===== config.mk =====
export PLATFORM = sky130hd
export DESIGN_NAME = ps2_key_decoder
export DESIGN_NICKNAME = d
export VERILOG_FILES = /design/src/rtl/ps2_pkg.sv /design/src/rtl/ps2_prefix_fsm.sv /design/src/rtl/ps2_key_decoder.sv
export SDC_FILE = /design/constraint.sdc
export NUM_CORES = 1
export LEC_CHECK = 0
export BUFFER_PORTS_ARGS = -buffer_cell sky130_fd_sc_hd__clkbuf_2
export CAP_MARGIN = 40
export CORE_AREA = 10 10 85 87
export CTS_CLUSTER_DIAMETER = 200
export DETAILED_ROUTE_END_ITERATION = 10
export DIE_AREA = 0 0 95 97
export PLACE_DENSITY_LB_ADDON = 0.25
export SLEW_MARGIN = 20
export SYNTH_ARGS = -nofsm -noshare
export SYNTH_HDL_FRONTEND = slang
export SYNTH_SLANG_ARGS = --single-unit

===== constraint.sdc =====
create_clock -name vga_clk -period 1.75 [get_ports vga_clk]
set_clock_uncertainty 0.05 [all_clocks]
set_input_delay 0.175 -clock vga_clk [delete_from_list [all_inputs] [get_ports vga_clk]]
set_output_delay 0.175 -clock vga_clk [all_outputs]
set_load 0.02 [all_outputs]

===== src/rtl/ps2_pkg.sv =====
// Shared PS/2 Set-2 constants, FSM state and colour-select types.
package ps2_pkg;

  localparam logic [7:0] PS2_EXT   = 8'hE0;
  localparam logic [7:0] PS2_BRK   = 8'hF0;

  localparam logic [7:0] KEY_F     = 8'h2B;
  localparam logic [7:0] KEY_Q     = 8'h15;
  localparam logic [7:0] KEY_H     = 8'h33;
  localparam logic [7:0] KEY_X     = 8'h22;
  localparam logic [7:0] KEY_RED   = 8'h2D;
  localparam logic [7:0] KEY_GREEN = 8'h34;
  localparam logic [7:0] KEY_BLUE  = 8'h32;
  localparam logic [7:0] KEY_BLACK = 8'h44;
  localparam logic [7:0] KEY_WHITE = 8'h23;
  localparam logic [7:0] KEY_UP    = 8'h75;
  localparam logic [7:0] KEY_DOWN  = 8'h72;

  typedef enum logic [1:0] {IDLE, EXT, BRK, EBRK} prefix_state_t;
  typedef enum logic [1:0] {RED, GREEN, BLUE} color_sel_t;

  // Returns {hit, glyph_index} for a non-extended scancode.
  function automatic logic [2:0] glyph_lookup(input logic [7:0] code);
    case (code)
      KEY_F:   glyph_lookup = 3'b1_00;
      KEY_Q:   glyph_lookup = 3'b1_01;
      KEY_H:   glyph_lookup = 3'b1_10;
      KEY_X:   glyph_lookup = 3'b1_11;
      default: glyph_lookup = 3'b0_00;
    endcase
  endfunction

endpackage


===== src/rtl/ps2_prefix_fsm.sv =====
// Tracks E0/F0 prefix sequences with a per-byte timeout and flags
// completed make/break codes.
module ps2_prefix_fsm
  import ps2_pkg::*;
#(
  parameter int unsigned TIMEOUT = 2500000
) (
  input  logic       vga_clk,
  input  logic       reset,
  input  logic       code_valid,
  input  logic [7:0] scancode,
  output logic       decode_event,
  output logic       decode_release,
  output logic       decode_ext,
  output logic       key_event,
  output logic       key_release,
  output logic       key_ext
);

  localparam int unsigned CNT_W = (TIMEOUT > 2) ? $clog2(TIMEOUT) : 1;
  localparam logic [CNT_W-1:0] CNT_LAST = CNT_W'(TIMEOUT - 1);

  prefix_state_t    state, state_next;
  logic [CNT_W-1:0] count, count_next;

  // State, timeout counter and registered event outputs.
  always_ff @(posedge vga_clk or posedge reset) begin
    if (reset) begin
      state       <= IDLE;
      count       <= '0;
      key_event   <= 1'b0;
      key_release <= 1'b0;
      key_ext     <= 1'b0;
    end else begin
      state       <= state_next;
      count       <= count_next;
      key_event   <= decode_event;
      key_release <= decode_release;
      key_ext     <= decode_ext;
    end
  end

  // Next-state decode; a decoded byte always wins over the timeout.
  always_comb begin
    state_next     = state;
    decode_event   = 1'b0;
    decode_release = 1'b0;
    decode_ext     = 1'b0;
    if (code_valid) begin
      case (state)
        IDLE: begin
          if (scancode == PS2_EXT)      state_next = EXT;
          else if (scancode == PS2_BRK) state_next = BRK;
          else                          decode_event = 1'b1;
        end
        EXT: begin
          if (scancode == PS2_BRK)      state_next = EBRK;
          else if (scancode != PS2_EXT) begin
            decode_event = 1'b1;
            decode_ext   = 1'b1;
            state_next   = IDLE;
          end
        end
        BRK: begin
          if (scancode == PS2_EXT)      state_next = EXT;
          else if (scancode != PS2_BRK) begin
            decode_event   = 1'b1;
            decode_release = 1'b1;
            state_next     = IDLE;
          end
        end
        default: begin
          if (scancode != PS2_EXT && scancode != PS2_BRK) begin
            decode_event   = 1'b1;
            decode_release = 1'b1;
            decode_ext     = 1'b1;
            state_next     = IDLE;
          end
        end
      endcase
    end else if (state != IDLE && count == CNT_LAST) begin
      state_next = IDLE;
    end
  end

  // Counter runs only while waiting inside a prefix state.
  always_comb begin
    if (code_valid || state == IDLE || count == CNT_LAST) count_next = '0;
    else                                                  count_next = count + CNT_W'(1);
  end

endmodule


===== src/rtl/ps2_key_decoder.sv =====
// Scancode decoder: prefix FSM plus glyph-select and colour registers.
module ps2_key_decoder
  import ps2_pkg::*;
#(
  parameter int unsigned ADDR_W    = 6,
  parameter int unsigned ROWS_LOG2 = 4,
  parameter int unsigned COLOR_W   = 4,
  parameter int unsigned TIMEOUT   = 2500000
) (
  input  logic               vga_clk,
  input  logic               reset,
  input  logic               code_valid,
  input  logic [7:0]         scancode,
  output logic [ADDR_W-1:0]  char_addr,
  output logic               char_enable,
  output logic [COLOR_W-1:0] r,
  output logic [COLOR_W-1:0] g,
  output logic [COLOR_W-1:0] b,
  output logic               key_event,
  output logic               key_release,
  output logic               key_ext
);

  localparam logic [COLOR_W-1:0] MAX = '1;

  logic       decode_event, decode_release, decode_ext;
  logic [2:0] glyph;
  logic [1:0] shown_glyph;
  color_sel_t sel;
  logic       is_make, is_break;

  ps2_prefix_fsm #(.TIMEOUT(TIMEOUT)) u_fsm (
    .vga_clk        (vga_clk),
    .reset          (reset),
    .code_valid     (code_valid),
    .scancode       (scancode),
    .decode_event   (decode_event),
    .decode_release (decode_release),
    .decode_ext     (decode_ext),
    .key_event      (key_event),
    .key_release    (key_release),
    .key_ext        (key_ext)
  );

  assign glyph    = glyph_lookup(scancode);
  assign is_make  = decode_event && !decode_release;
  assign is_break = decode_event && decode_release;

  // Glyph select with held-key semantics: only the shown key's break blanks it.
  always_ff @(posedge vga_clk or posedge reset) begin
    if (reset) begin
      char_addr   <= '0;
      char_enable <= 1'b0;
      shown_glyph <= '0;
    end else if (!decode_ext && glyph[2]) begin
      if (is_make) begin
        char_addr   <= ADDR_W'(glyph[1:0]) << ROWS_LOG2;
        char_enable <= 1'b1;
        shown_glyph <= glyph[1:0];
      end else if (is_break && glyph[1:0] == shown_glyph) begin
        char_enable <= 1'b0;
      end
    end
  end

  // Colour presets on plain makes, brightness stepping on extended makes.
  always_ff @(posedge vga_clk or posedge reset) begin
    if (reset) begin
      r   <= '0;
      g   <= '0;
      b   <= '0;
      sel <= RED;
    end else if (is_make && !decode_ext) begin
      case (scancode)
        KEY_RED:   begin r <= MAX; g <= '0;  b <= '0;  sel <= RED;   end
        KEY_GREEN: begin r <= '0;  g <= MAX; b <= '0;  sel <= GREEN; end
        KEY_BLUE:  begin r <= '0;  g <= '0;  b <= MAX; sel <= BLUE;  end
        KEY_BLACK: begin r <= '0;  g <= '0;  b <= '0;  end
        KEY_WHITE: begin r <= MAX; g <= MAX; b <= MAX; end
        default: ;
      endcase
    end else if (is_make && decode_ext) begin
      if (scancode == KEY_UP) begin
        case (sel)
          RED:     if (r != MAX) r <= r + COLOR_W'(1);
          GREEN:   if (g != MAX) g <= g + COLOR_W'(1);
          default: if (b != MAX) b <= b + COLOR_W'(1);
        endcase
      end else if (scancode == KEY_DOWN) begin
        case (sel)
          RED:     if (r != '0) r <= r - COLOR_W'(1);
          GREEN:   if (g != '0) g <= g - COLOR_W'(1);
          default: if (b != '0) b <= b - COLOR_W'(1);
        endcase
      end
    end
  end

endmodule


After elaboration in Yosys (flattened, before gate mapping)
Index checks and enable logic that the tools add are counted.

cells by class
  reductions and logical operators = 44
  multiplexer cells = 55
  add/sub/neg operators = 7
  multipliers = 0
  div/mod/pow operators = 0
  magnitude comparators = 0
  equality and inequality tests = 35
  shift operators = 0
  bitwise gates (word level) = 0

operators by type and width
  cell                                                                     number
  4-bit two-way mux                                                        24
  8-bit by 6-bit equality test with 1-bit output, second input constant    7
  8-bit by 7-bit equality test with 1-bit output, second input constant    3
  4-bit one-hot mux with 2 select lines                                    3
  22-bit by 1-bit adder with 22-bit output, second input constant          1
  22-bit equality test, second input constant                              1
  22-bit two-way mux                                                       1
  2-bit two-way mux                                                        9
  8-bit equality test, second input constant                               2
  8-bit inequality test, second input constant                             2
  3-bit inequality test, second input constant                             5
  3-bit nonzero test                                                       5
  4-bit by 1-bit adder with 4-bit output, second input constant            3
  1-bit two-way mux                                                        12
  4-bit by 2-bit inequality test with 1-bit output, second input constant  3
  4-bit inequality test, second input constant                             3
  2-bit one-hot mux with 3 select lines                                    2
  3-bit one-hot mux with 4 select lines                                    1
  6-bit AND reduction                                                      2
  2-bit nonzero test                                                       6
  4-bit nonzero test                                                       3
  2-bit OR reduction                                                       6
  4-bit by 1-bit subtractor with 4-bit output, second input constant       3
  3-bit by 2-bit inequality test with 1-bit output, second input constant  3
  other kinds (15)                                                         31

storage, ports and cells
  register bits = 44
  bits in latches = 0
  input bits = 11
  logic and storage cells = 152
  output and inout port bits = 22
  RAM bits = 0
  memories kept = 0
  bits in read-only memories = 0

Logic depth before layout (Yosys ltp)
Gate-level depths: netlist of the first run.

  word-level depth = 10
  depth in mapped cells = 11
  depth with buffers taken out = 9

By module
From an unflattened synthesis of the first run, not the netlist that was laid out.

unflattened totals
  cells, all modules = 332
  area, all modules = 3047.9 µm²

by module, submodules not included
  module           seq. area each (µm²)  area each (µm²)  instances  cells an instance
  ps2_key_decoder  425.4                 1666.6           1          191
  ps2_prefix_fsm   675.6                 1381.3           1          141

Least setup slack after synthesis of the first run
OpenSTA, ideal clock, no wires.

  path type = input to register
  start point = input scancode[3]
  end point = register b[3]
  buffers on the path = 2
  cell stages on the path = 11
  data required time = 1.579 ns
  library setup time = 0.121 ns
  data arrival time = 2.155 ns
  setup slack = -0.576 ns
  cell sequence = buf_4 > nand4bb_4 > or2_2 > buf_2 > ha_1 > a21o_1 > a21oi_1 > xor2_1 > a21oi_1 > o21a_1 > o22a_1

on the way
  word-level cells in the longest chain between the ends = 10
  elaborated cells between the ends (all ways) = 44
  classes of those cells = eq/ne: 15; mux: 17; reduce/logical: 12

ends and longest elaborated chain
  element                                                                                          line                                                              text
  start, declared                                                                                  ps2_key_decoder.sv:13                                             input logic [7:0] scancode,
  8-bit inequality test, on equally long branches                                                  ps2_prefix_fsm.sv:66, ps2_prefix_fsm.sv:73, ps2_prefix_fsm.sv:58
  1-bit two-way mux or 1-bit logical AND (tied branches)                                           ps2_prefix_fsm.sv:66, ps2_prefix_fsm.sv:73
  1-bit two-way mux, on equally long branches                                                      ps2_prefix_fsm.sv:65, ps2_prefix_fsm.sv:73
  1-bit one-hot mux with 2 select lines                                                            ps2_prefix_fsm.sv:50                                              case (state)
  1-bit two-way mux                                                                                ps2_prefix_fsm.sv:49                                              if (code_valid) begin
  1-bit logical NOT                                                                                ps2_key_decoder.sv:46                                             assign is_make = decode_event && !decode_release;
  1-bit logical AND                                                                                ps2_key_decoder.sv:46
  1-bit logical AND, on equally long branches                                                      ps2_key_decoder.sv:73, ps2_key_decoder.sv:82
  3-bit by 2-bit inequality test with 1-bit output (no source line), or another cell as far along  --
  7-bit AND reduction (no source line)                                                             --
  end signal, assigned                                                                             ps2_key_decoder.sv:87                                             default: if (b != MAX) b <= b + COLOR_W'(1);
  end signal, assigned                                                                             ps2_key_decoder.sv:93                                             default: if (b != '0) b <= b - COLOR_W'(1);
  end, declared                                                                                    ps2_key_decoder.sv:18                                             output logic [COLOR_W-1:0] b,

Parallel ways exist; a longest one is shown, timed or not. The select of a mux whose other input is x is not followed.
A chain may end at the register's enable or synchronous reset.

Final worst setup path of the first run
  start point = register b[1]
  end point = register b[3]

on the way
  word-level cells in the longest chain between the ends = 7
  elaborated cells between the ends (all ways) = 15
  classes of those cells = add/sub: 2; eq/ne: 2; mux: 8; reduce/logical: 3

ends and longest elaborated chain
  element                                      line                   text
  4-bit by 1-bit subtractor with 4-bit output  ps2_key_decoder.sv:93
  4-bit two-way mux                            ps2_key_decoder.sv:93
  4-bit two-way mux                            ps2_key_decoder.sv:90  case (sel)
  4-bit two-way mux                            ps2_key_decoder.sv:89  end else if (scancode == KEY_DOWN) begin
  4-bit two-way mux                            ps2_key_decoder.sv:83  if (scancode == KEY_UP) begin
  4-bit two-way mux                            ps2_key_decoder.sv:82  end else if (is_make && decode_ext) begin
  4-bit two-way mux                            ps2_key_decoder.sv:73  end else if (is_make && !decode_ext) begin

Parallel ways exist; a longest one is shown, timed or not. The select of a mux whose other input is x is not followed.

==> results.cfg, run 1 <==
[floorplan]
boundaryPins = 33
die_x_um = 95
start_util_pct = 51.9
die_y_um = 97
placementRows = 27
die_area_um2 = 9220
core_um2 = 5470

[clock_network]
cts_tree = built
insertion_delay_ns = 0.31
clk_pin_slew_ns = 0.09
ctsHtreeMaxLevel = 2
cts_buffers = 5
clockRootBuffer = clkbuf_8
cts_max_path_buffers = 2
clock_sinks = 44

[yosys]
ys_seq_area_share_pct = 38.8
synth-edff-count = 0
ys_warn_count = 0
avgSynthCellArea_um2 = 9.25
synth_area_um2 = 2840
synthArstFlopShare_pct = 100
ys_seq_elements = 44
synthFlopType = dfrtp_1
yosys.cell_types.count = 61
synthCells = 307

[setup_path]
cp.arrival_ns = 2.05
endpoint_kind = register
r2r_end = b[3]$_DFFE_PP0P_
worstPathMaxFanout = 4
reg2reg_depth = 8
cp_data_required_time_ns = 1.90
r2r-start = b[1]$_DFFE_PP0P_
start_kind = register
ff2ff_setup_slack_ns = -0.15
path_class = reg2reg

[pwr]
p_clk_share_pct = 26.4
internal_power_w = 0.00203
switchingPower_w = 0.00102
p_sw_share_pct = 33.5
seqPwrFrac_pct = 38.3
pwr-share-comb_pct = 35.2
power_w = 0.00305
leakage_nw = 1.79
power_density_nw_per_um2 = 719
irDropWorstVdd_mv = 0.551

[route]
wl_per_cell_um = 18.1
ant_nets = 0
drcViolationCount = 0
drt_wl_total_mm = 8.91
drt_pre_antenna_iters = 4
drt_iter0_markers = 183
vias = 2819
viasPerCell = 5.74

[layout]
diodes = 0
syn_to_final_growth_pct = 49.5
nets = 439
drive_gt1_share_pct = 46.5
fin_area_um2 = 4240

[placement]
gp_congestion = 0.888
io_buffer_count = 28
hpwl_mm = 5.56
place_area_um2 = 3610

[min_path]
hold_end = sel[1]$_DFFE_PP0P_
min_path_type = in2reg
worstHoldStart = scancode[7]
hold_depth = 3

[sta]
layout_setup_ws_ns = -0.146
max_slew.worst_pin.slew_ns = 0.580
rsz0062_at_grt = yes
hold_viol = 0
fin_crit_sh_pct = 108
setup_viol = 25
max_freq_mhz = 527
finalMaxSlewViolations = 0
slew_headroom_pct = 61.3
period_needed_ns = 1.90

[outcome]
failed_checks = negative setup slack
run_status = complete, but fails checks

[global_route]
grt_usage_pct = 17.0
antenna_found_initial = 0
grt_pass1_vias = 2756
grt_first_pass_wirelength_mm = 12.9
overflow = 0
grt_max_degree = 45

[flow_run]
maxCapViolations = 0
[through the flow]
stage | util (%) | instances | TNS, ns | setup WS, ns | hold WS, ns
finish | 77.5 | 491 | -1.08 | -0.146 | 0.137
global route | 77.5 | 491 | -4.00 | -0.198 | 0.163
CTS | 70.0 | 480 | -0.0917 | -0.0780 | 0.138
detailed placement | 65.9 | 470 | -3.96 | -0.356 | 0.288
global placement | 65.9 | 470 | -3.40 | -0.277 | 0.283
floorplan | - | 310 | -1.56 | -0.337 | 0.221
[power groups by stage]
stage | clock (W) | sequential (W) | combinational [W]
floorplan | 0 | 0.00128 | 0.000411
global placement | 0 | 0.00116 | 0.000856
detailed placement | 0 | 0.00116 | 0.000889
CTS | 0.000814 | 0.00114 | 0.000930
global route | 0.000857 | 0.00117 | 0.00116
finish | 0.000806 | 0.00117 | 0.00108
[area by class of cell]
type                    count  area [um^2]
well taps                  72         90.1
repair buffers            114          868
fillers                   389         1230
clock buffers               5         68.8
multi-input cells         247         2050
inverters                   6         22.5
flip-flops and latches     44         1100
clock inverters             3         42.5
[layer usage]
layer | vias to the layer above | global-route usage, % | share of wire (%)
li1 | 1321 | - | -
met1 | 1384 | 20.6 | 42
met3 | 26 | 4.09 | 4.4
met2 | 88 | 27.5 | 51
met5 | - | 0 | 0
met4 | 0 | 7.32 | 3.1
[what timing repair did]
item / in CTS / in global routing
cloned: 1 / 3
endpoints found under the setup margin: 35 / 37
gates resized for setup: 17 / 76
pin swaps: 11 / 46
endpoints found under the hold margin: 44 / 0
hold buffers: 1 / 0
setup buffers: 1 / 8
[registers in the layout, summed over array words and instances (netlist names)]
register and count:
u_fsm.key_ext 1, char_enable 1, b 4, sel 2, g 4, r 4
char_addr 2, u_fsm.key_release 1, u_fsm.key_event 1, u_fsm.state 2, u_fsm.count 22
[logic make-up after synthesis]
logic type	synth area share [%]
compound gates	15.0
mux	1.94
flops	38.8
xor+xnor	8.95
fa+ha+maj	5.20
other cells	0.132
buf+inv	3.57
simple gates	26.4
[synthesized netlist by cell type, drive strengths merged, types with 2 or more instances]
cell / number / share of area (%)
a31oi: 2 / 0.44
a21oi: 14 / 2.6
ha: 7 / 3.1
nand4bb: 3 / 1.8
o31ai: 4 / 1.1
a22oi: 2 / 0.53
nor3b: 3 / 0.97
nand3b: 2 / 0.53
o211ai: 7 / 2.2
inv: 6 / 0.79
nor4: 5 / 1.3
a211oi: 2 / 0.53
fa: 3 / 2.1
a21o: 3 / 0.79
nand3: 9 / 1.6
or4: 2 / 0.53
xor2: 12 / 3.7
buf: 11 / 2.4
dfrtp: 44 / 39
clkbuf: 3 / 0.40
and3: 3 / 0.66
nor2: 44 / 5.8
o2111ai: 2 / 0.62
nor2b: 10 / 2.2
o21ai: 14 / 2.6
and3b: 2 / 0.62
and2: 5 / 1.1
a41oi: 2 / 0.62
nor3: 3 / 0.53
nand4: 11 / 2.4
or3: 2 / 0.44
nand2: 23 / 3.0
and4: 3 / 0.93
xnor2: 17 / 5.2
mux2: 4 / 1.6
[worst max path at each step]
| stage | start | endpoint | slack [ns] |
|---|---|---|---|
| 2_1_floorplan | scancode[3] | b[3]$_DFFE_PP0P_ | -0.34 |
| 3_3_place_gp | scancode[3] | b[3]$_DFFE_PP0P_ | -0.28 |
| 3_5_place_dp | scancode[3] | g[3]$_DFFE_PP0P_ | -0.36 |
| 4_1_cts | b[1]$_DFFE_PP0P_ | b[3]$_DFFE_PP0P_ | -0.08 |
| 5_1_grt | b[1]$_DFFE_PP0P_ | b[3]$_DFFE_PP0P_ | -0.20 |
| 6_report | b[1]$_DFFE_PP0P_ | b[3]$_DFFE_PP0P_ | -0.15 |
[cells in the final DEF (no fill, tap or decap), types with 3 or more instances in the layout]
cell type / count
a21o_1: 3
a21oi_1: 6
a21oi_2: 6
and2_1: 5
and3_1: 3
buf_4: 75
buf_6: 8
clkbuf_2: 25
clkbuf_8: 5
conb_1: 4
dfrtp_1: 42
ha_4: 6
inv_1: 5
nand2_1: 23
nand3_1: 9
nand4_1: 11
nor2_1: 19
nor2_2: 13
nor2_4: 12
nor2b_1: 9
nor3_1: 3
nor4_4: 3
o211ai_1: 5
o21ai_0: 4
o21ai_1: 8
o31ai_1: 4
xnor2_1: 14
xnor2_2: 3
xor2_1: 11
[worst max-delay path: stages, from the launching register on]
cell,delay (ns)
dfrtp_1,0.44
buf_6,0.15
ha_4,0.23
a21o_1,0.17
a21oi_2,0.14
xor2_1,0.22
a21oi_1,0.10
o21a_1,0.11
o22a_1,0.19
(Power assumes the default switching activity.)
==> inputs of run 2 (changes only) <==
--- a/config.mk
+++ b/config.mk
@@ -12,6 +12,7 @@
 export DETAILED_ROUTE_END_ITERATION = 10
 export DIE_AREA = 0 0 95 97
 export PLACE_DENSITY_LB_ADDON = 0.25
+export SKIP_LAST_GASP = 1
 export SLEW_MARGIN = 20
 export SYNTH_ARGS = -nofsm -noshare
 export SYNTH_HDL_FRONTEND = slang
==> run 2 against run 1 <==
Compared with the run above: the flow still finishes with violations (negative setup slack); global-route usage decreased by 0.063 points; worst hold slack improved by 0.035 ns; combinational power is essentially flat; largest power group unchanged; highest routed layer unchanged.
==> results.cfg, run 2 (synthesized netlist as in run 1, its figures left out) <==
[clock_network]
cts_tree = built
clk_pin_slew_ns = 0.09
clockRootBuffer = clkbuf_8
clock_sinks = 44
insertion_delay_ns = 0.31
ctsHtreeMaxLevel = 2
cts_buffers = 5
cts_max_path_buffers = 2

[outcome]
failed_checks = negative setup slack
run_status = complete, but fails checks

[floorplan]
die_y_um = 97
boundaryPins = 33
core_um2 = 5470
placementRows = 27
die_x_um = 95
die_area_um2 = 9220
start_util_pct = 51.9

[layout]
largest_reg_flops = 22
largest_register = u_fsm.count
utilization_pct = 77.1
final_common_cell = buf_4
diodes = 0
syn_to_final_growth_pct = 48.7
nets = 437
finalNonFillerCells = 489
fin_area_um2 = 4220
drive_gt1_share_pct = 45.8
layout_common_cells = buf_4 (75), dfrtp_1 (42), clkbuf_2 (26)

[setup_path]
cp_data_required_time_ns = 1.90
cp_num_buf_inv = 1
startpoint = b[1]$_DFFE_PP0P_
cp_num_cells = 8
endpoint_kind = register
slowest_delay_ns = 0.43
ff2ff_setup_slack_ns = -0.10
reg2reg_depth = 8
r2r-start = b[1]$_DFFE_PP0P_
cp.arrival_ns = 2.00
start_kind = register
worstPathMaxFanout = 4
critPathSlowestCell = dfrtp_1
path_class = reg2reg
crit_chain = buf_6 > ha_4 > a21o_1 > a21oi_2 > xor2_1 > a21oi_1 > o21a_1 > o22a_1
path_delay_family = compound AO/OA/AOI/OAI gates
r2r_end = b[3]$_DFFE_PP0P_
endpoint = b[3]$_DFFE_PP0P_

[route]
drcViolationCount = 0
drt_wl_total_mm = 8.76
drt_iter0_markers = 126
vias = 2813
ant_nets = 0
viasPerCell = 5.75
wl_per_cell_um = 17.9
drt_pre_antenna_iters = 4

[global_route]
overflow = 0
antenna_found_initial = 0
grt_usage_pct = 16.9
grt_max_degree = 45
grt_first_pass_wirelength_mm = 12.8
grt_pass1_vias = 2741

[placement]
preCtsSetupSlack_ns = -0.356
gp_congestion = 0.888
hpwl_mm = 5.56
place_area_um2 = 3610
dp_cells = 470
io_buffer_count = 28

[sta]
max_freq_mhz = 540
fin_crit_sh_pct = 106
setup_viol = 26
period_needed_ns = 1.85
slew_headroom_pct = 62.1
finalMaxSlewViolations = 0
hold_viol = 0
rsz0062_at_grt = yes
layout_setup_ws_ns = -0.103
max_slew.worst_pin.slew_ns = 0.569

[min_path]
min_path_type = in2reg
hold_depth = 3

[pwr]
power_density_nw_per_um2 = 719
leakage_nw = 1.78
irDropWorstVdd_mv = 0.603
power_w = 0.00304

[flow_run]
maxCapViolations = 0
run 2: stage by stage:
stage,TNS (ns),hold slack (ns)
finish,-0.697,0.172
global route,-2.13,0.188
CTS,-0.128,0.138
detailed placement,-3.96,0.288
global placement,-3.40,0.283
floorplan,-1.56,0.221
run 2: how the worst min path moves through the flow:
| stage | startpoint | end | slack [ns] |
|---|---|---|---|
| 4_1_cts | scancode[7] | sel[1]$_DFFE_PP0P_ | 0.14 |
| 5_1_grt | code_valid | u_fsm.count[4]$_DFF_PP0_ | 0.19 |
| 2_1_floorplan | scancode[7] | sel[1]$_DFFE_PP0P_ | 0.22 |
| 3_3_place_gp | reset | g[1]$_DFFE_PP0P_ | 0.28 |
| 6_report | code_valid | u_fsm.count[4]$_DFF_PP0_ | 0.17 |
| 3_5_place_dp | reset | g[2]$_DFFE_PP0P_ | 0.29 |
run 2: layer usage:
layer	global-route usage, %	share of wire (%)	up-vias
met2	27.4	51	80
met4	7.09	2.9	0
met5	0	0	-
met3	4.01	4.3	23
met1	20.7	41	1390
li1	-	-	1320
run 2: repair_timing:
action | CTS | global route
buffers inserted | 1 | 6
hold endpoints to repair | 44 | 0
pin swaps | 10 | 44
cloned | 1 | 3
gates resized for setup | 16 | 71
hold buffers | 1 | 0
endpoints found under the setup margin | 35 | 37
run 2: report_power, final:
group | total [W] | switching (W) | internal [W]
Sequential | 0.00117 | 0.0000768 | 0.00109
Clock | 0.000801 | 0.000378 | 0.000423
Combinational | 0.00107 | 0.000553 | 0.000516
run 2: worst min-delay path: stages:
cell and delay (ns):
clkbuf_2 0.12, buf_4 0.15, nor3_1 0.05
run 2: area by class of cell:
type	instances	area (um^2)
clock buffers	5	68.8
inverters	6	22.5
flip-flops and latches	44	1100
repair buffers	112	852
fillers	384	1250
multi-input cells	247	2040
clock inverters	3	42.5
well taps	72	90.1
